## config.mk

```make
export PLATFORM = sky130hd
export DESIGN_NAME = reg_write_arbiter_flat
export DESIGN_NICKNAME = d
export VERILOG_FILES = /design/src/rtl/reg_write_arbiter_if.sv /design/src/rtl/reg_write_arbiter.sv /design/src/flat_wrapper.sv
export SDC_FILE = /design/constraint.sdc
export NUM_CORES = 1
export LEC_CHECK = 0
export BUFFER_PORTS_ARGS = -buffer_cell sky130_fd_sc_hd__clkbuf_2
export CORE_MARGIN = 5
export CORE_UTILIZATION = 45
export CTS_BUF_LIST = sky130_fd_sc_hd__clkbuf_4
export CTS_CLUSTER_DIAMETER = 100
export DETAILED_ROUTE_END_ITERATION = 10
export PLACE_DENSITY = 0.86
export SLEW_MARGIN = 20
export SYNTH_ARGS = -nofsm -noshare
export SYNTH_HDL_FRONTEND = slang
export SYNTH_SLANG_ARGS = --single-unit
export TNS_END_PERCENT = 10
```

## constraint.sdc

```tcl
create_clock -name CLK -period 1.85 [get_ports CLK]
set_input_delay 0.185 -clock CLK [delete_from_list [all_inputs] [get_ports CLK]]
set_output_delay 0.185 -clock CLK [all_outputs]
set_load 0.05 [all_outputs]
```

## src/rtl/reg_write_arbiter_if.sv

```systemverilog
// Shared-register write port bundle: requester side inputs, registered write outputs.
interface reg_write_arbiter_if #(
   parameter int NUM_REQ = 4,
   parameter int WIDTH   = 16
);
   logic [NUM_REQ-1:0]            req;
   logic [NUM_REQ-1:0]            req_lock;
   logic [NUM_REQ-1:0][WIDTH-1:0] req_data;
   logic [NUM_REQ-1:0]            grant;
   logic [WIDTH-1:0]              reg_input;
   logic                          reg_write;
   logic                          busy;

   modport master (
      output req, req_lock, req_data,
      input  grant, reg_input, reg_write, busy
   );

   modport slave (
      input  req, req_lock, req_data,
      output grant, reg_input, reg_write, busy
   );
endinterface

```

## src/rtl/reg_write_arbiter.sv

```systemverilog
// Round-robin write-port arbiter for one shared register, with a bounded lock
// that lets a winner keep the port for up to LOCK_MAX consecutive writes.
module reg_write_arbiter #(
   parameter int NUM_REQ  = 4,
   parameter int WIDTH    = 16,
   parameter int LOCK_MAX = 4
) (
   input logic                CLK,
   input logic                reset,
   reg_write_arbiter_if.slave bus
);
   localparam int PW = $clog2(NUM_REQ);
   localparam int CW = $clog2(LOCK_MAX + 1);

   typedef enum logic {ARB, LOCKED} state_t;

   state_t        state;
   logic [PW-1:0] rr_ptr;
   logic [PW-1:0] owner;
   logic [CW-1:0] lock_cnt;

   // First set request at or above p, wrapping; MSB flags that one was found.
   function automatic logic [PW:0] pick(input logic [NUM_REQ-1:0] r, input logic [PW-1:0] p);
      logic [PW:0] res;
      int          idx;
      res = '0;
      for (int i = 0; i < NUM_REQ; i++) begin
         idx = (int'(p) + i) % NUM_REQ;
         if (!res[PW] && r[idx]) res = {1'b1, PW'(idx)};
      end
      return res;
   endfunction

   logic [PW:0]   pick_res;
   logic          found;
   logic [PW-1:0] win;
   logic [PW-1:0] win_nxt;
   logic          hold;

   // rr_ptr sits at owner+1 while locked, so plain arbitration on release
   // already ranks the old owner last.
   always_comb begin
      pick_res = pick(bus.req, rr_ptr);
      found    = pick_res[PW];
      win      = pick_res[PW-1:0];
      win_nxt  = (win == PW'(NUM_REQ - 1)) ? '0 : win + PW'(1);
      hold     = (state == LOCKED) && bus.req[owner] && bus.req_lock[owner] &&
                 (lock_cnt < CW'(LOCK_MAX));
   end

   always_ff @(posedge CLK or posedge reset) begin
      if (reset) begin
         state         <= ARB;
         rr_ptr        <= '0;
         owner         <= '0;
         lock_cnt      <= '0;
         bus.grant     <= '0;
         bus.reg_input <= '0;
         bus.reg_write <= 1'b0;
         bus.busy      <= 1'b0;
      end else if (hold) begin
         bus.grant     <= NUM_REQ'(1) << owner;
         bus.reg_input <= bus.req_data[owner];
         bus.reg_write <= 1'b1;
         lock_cnt      <= lock_cnt + CW'(1);
      end else if (found) begin
         bus.grant     <= NUM_REQ'(1) << win;
         bus.reg_input <= bus.req_data[win];
         bus.reg_write <= 1'b1;
         rr_ptr        <= win_nxt;
         if (bus.req_lock[win] && (LOCK_MAX > 1)) begin
            state    <= LOCKED;
            owner    <= win;
            lock_cnt <= CW'(1);
            bus.busy <= 1'b1;
         end else begin
            state    <= ARB;
            lock_cnt <= '0;
            bus.busy <= 1'b0;
         end
      end else begin
         bus.grant     <= '0;
         bus.reg_write <= 1'b0;
         state         <= ARB;
         lock_cnt      <= '0;
         bus.busy      <= 1'b0;
      end
   end
endmodule

```

## src/flat_wrapper.sv

```systemverilog
// flat-port wrapper written by rule: the top's interface ports become plain ports
module reg_write_arbiter_flat 
#(
   parameter int NUM_REQ  = 4,
   parameter int WIDTH    = 16,
   parameter int LOCK_MAX = 4
)
  (CLK, reset, bus_req, bus_req_lock, bus_req_data, bus_grant, bus_reg_input, bus_reg_write, bus_busy);
  reg_write_arbiter_if #(.NUM_REQ(NUM_REQ), .WIDTH(WIDTH)) bus_i ();
  input logic CLK;
  input logic reset;
  input wire logic [$bits(bus_i.req)-1:0] bus_req;
  input wire logic [$bits(bus_i.req_lock)-1:0] bus_req_lock;
  input wire logic [$bits(bus_i.req_data)-1:0] bus_req_data;
  output wire logic [$bits(bus_i.grant)-1:0] bus_grant;
  output wire logic [$bits(bus_i.reg_input)-1:0] bus_reg_input;
  output wire logic [$bits(bus_i.reg_write)-1:0] bus_reg_write;
  output wire logic [$bits(bus_i.busy)-1:0] bus_busy;
  assign bus_i.req = bus_req;
  assign bus_i.req_lock = bus_req_lock;
  assign bus_i.req_data = bus_req_data;
  assign bus_grant = bus_i.grant;
  assign bus_reg_input = bus_i.reg_input;
  assign bus_reg_write = bus_i.reg_write;
  assign bus_busy = bus_i.busy;
  reg_write_arbiter #(.NUM_REQ(NUM_REQ), .WIDTH(WIDTH), .LOCK_MAX(LOCK_MAX)) u_core (.CLK(CLK), .reset(reset), .bus(bus_i));
endmodule
```

==> reports/results.txt <==
Psw: 2.520 mW
share of cells above drive strength 1: 53.00%
type of destination of the critical path: register
remaining global-route overflow: 0
Syn-to-layout area delta: 33.30%
vias in the first global route: 2,217
vias post-DR: 2,138
Comb pwr share: 69.3%
Slew Viols, Final: 0
Worst IR Drop VDD: 0.001107 V
worst r2r src: u_core.rr_ptr[0]
Data required, critical path: 2060 ps
RSZ-0062 raised after global routing: yes
Routed WL per cell: 16.36 µm
Sw Ratio: 47.26%
Final setup viols: 2
sequential share of the synthesized area: 31.50%
hold depth: 4
IO Pins: 96
crit path DAT: 2100 ps
first-pass GRT wire length: 10,230 µm
Routed Wire Length: 6332 µm
root buffer cell: clkbuf_4
Max Root-Sink Buffers: 2
Final TNS setup: -59.39 ps
Worst Path Max Fanout: 4
Worst Hold End: u_core.bus.reg_input[7]
Leakage Power: 1.508 nW
CTS buffer count: 5
Cell variety after synth: 41
Synth Register Bits: 29
Post-Syn Area per Cell: 11.13 µm²
status: finished, violations left
Starting Density: 45.68%
Final nets: 392
chip height: 81.55 µm
DPL Wire Length: 4999 µm
clock latency on the worst-skew pair: 330 ps
fillers: 438
Startpoint Class: register
clk slew on worst S/H paths: 100 ps
max-cap check violation count: 0
overall power: 5.333 mW
P_int: 2.813 mW
Final WS setup: -31.76 ps
worst r2r dst: u_core.owner[1]
Syn Inst Count: 207
Reg2Reg Setup Slack: -30 ps
gp weighted congestion: 0.8426
antenna viol nets, final: 0
Slew @ Worst Pin: 374.7 ps
CTS tree: built
Mapped Area: 2303 µm²
placed inst area: 2937 µm²
syn_nets: 283
Place WS: -80.19 ps
placed cells: 375
largest net degree at the start of global routing: 30
clock power share: 9.7%
worst hold path class: in -> reg
drt via density: 5.525
hold_sp: bus_req_data[55]
Achievable Freq: 0.5314 GHz
Final Hold Vio Count: 0
YS warnings: 0
CTS sink cnt: 29
Cell Count, Final, Fillers Out: 387
H-tree Lvls: 2
Die Width: 81.55 µm
Setup CP Type: reg -> reg
GRT Util Overall: 20.16%
Seq pwr share: 20.9%
# DRC: 0
design area: 3070 µm²
I/O Buffers: 95
Detailed Route Iter0 Violations: 152
fin crit period: 1882 ps
Slew Limit Headroom: 75.02%
row count: 26
diode count: 0
Hold WS: 277.2 ps
core area: 5042 µm²
drt pass-1 iters: 4
failing checks: negative setup slack
Final period util: 101.7%
FF-to-FF path depth: 8
P per Cell Area: 1737 nW/µm²
Die ar.: 6650 µm²
core occupancy in the finished layout: 60.89%
Worst Skew: 8.461 ps
initial antenna violation count: 0
[how the worst max path moves through the flow]
stage	start	to	slack [ps]
2_1_floorplan	u_core.rr_ptr[0]	u_core.owner[0]	5
3_3_place_gp	u_core.rr_ptr[0]	u_core.owner[1]	20
3_5_place_dp	u_core.rr_ptr[0]	u_core.owner[0]	-80
4_1_cts	u_core.rr_ptr[0]	u_core.owner[0]	3
5_1_grt	u_core.rr_ptr[0]	u_core.owner[1]	-100
6_report	u_core.rr_ptr[0]	u_core.owner[1]	-30
[state kept, by name, indices dropped and copies added (netlist names)]
signal	cells
u_core.bus.grant	4
u_core.owner	2
u_core.bus.reg_write	1
u_core.rr_ptr	2
u_core.lock_cnt	3
u_core.bus.busy	1
u_core.bus.reg_input	16
[cell families after synthesis]
kind of cell             after synthesis  synth area share, %
AO/OA/AOI/OAI                         53                15.75
flip-flops                            29                31.50
adder cells (fa/ha/maj)                2                1.086
AND/OR/NAND/NOR                       31                7.388
buffers and inverters                 25                5.432
multiplexers                          67                38.84
[timing repair]
action                                  in CTS  in global routing
gates resized for setup                      6                  1
hold buffers                                 1                  0
pin swaps                                    4                  0
gates cloned                                 0                  0
setup buffers                                3                  0
hold endpoints to repair                    29                  0
endpoints found under the setup margin      18                 19
[layer usage]
| layer | track usage, % | wire length [µm] |
|---|---|---|
| met1 | 24.13 | 2417 |
| met2 | 35.99 | 3377 |
| met3 | 5.154 | 466 |
| met4 | 4.899 | 71 |
| met5 | 0 | 0 |
[synthesized netlist by cell type (all sizes together)]
cell    instances  area [µm²]
buf            10       63.81
clkinv          1       8.760
o211ai          2       15.01
o32a            1       10.01
and2            2       12.51
o21bai          1       11.26
and2b           2       17.52
o2111a          1       11.26
nor2b           2       12.51
nor2            4       15.01
a311oi          1       26.28
a31oi           1       6.260
a21oi           3       15.01
nand3           3       15.01
nand2           8       32.54
mux2i          32       320.3
nor3            2       10.01
a22oi          16       120.1
or2             2       12.51
a21boi          1       7.510
o21ai          23       118.9
or3             1       6.260
nor4            1       6.260
a21o            1       7.510
mux4           16       360.4
inv             6       22.52
o22ai           1       6.260
ha              2       25.02
dfrtp          29       725.7
nand3b          3       22.52
clkbuf          8       30.03
mux2           19       214.0
nor3b           1       7.510
o31ai           1       7.510
[power groups by stage]
stage               clock (mW)  sequential (mW)  combinational (mW)
detailed placement           0             1.12                3.61
CTS                      0.532             1.11                3.74
floorplan                    0             1.88                1.97
finish                   0.518             1.12                3.70
global placement             0             1.11                3.51
global route             0.553             1.14                4.01
[placed cells by master (no fill, tap or decap), types with 3 or more instances in the layout]
cell,n
a21oi_1,3
a22oi_1,16
buf_4,21
buf_6,3
clkbuf_2,95
clkbuf_4,6
dfrtp_1,29
inv_1,6
mux2_2,15
mux2i_1,32
mux4_2,16
nand2_1,6
nand3_1,3
nand3b_1,3
nor2_1,4
o21ai_0,6
o21ai_1,16
[critical path: stages (launching register included)]
cell and delay (ps):
dfrtp_1 400, and2b_4 210, o21ai_2 130, nand3b_1 100, buf_6 140, clkinv_4 40
nand2_2 60, a311oi_4 340, mux2_4 330
[area by class of cell]
class / count / area, µm² / area share [%]
Clock buffer: 6 / 45.04 / 1.467
Clock inverter: 2 / 33.78 / 1.100
Inverter: 7 / 31.28 / 1.019
Multi-Input combinational cell: 153 / 1470 / 47.88
Sequential cell: 29 / 725.7 / 23.63
Tap cell: 70 / 87.58 / 2.852
Timing Repair Buffer: 120 / 676.9 / 22.05
No activity file was read; power rests on OpenSTA's default activity.
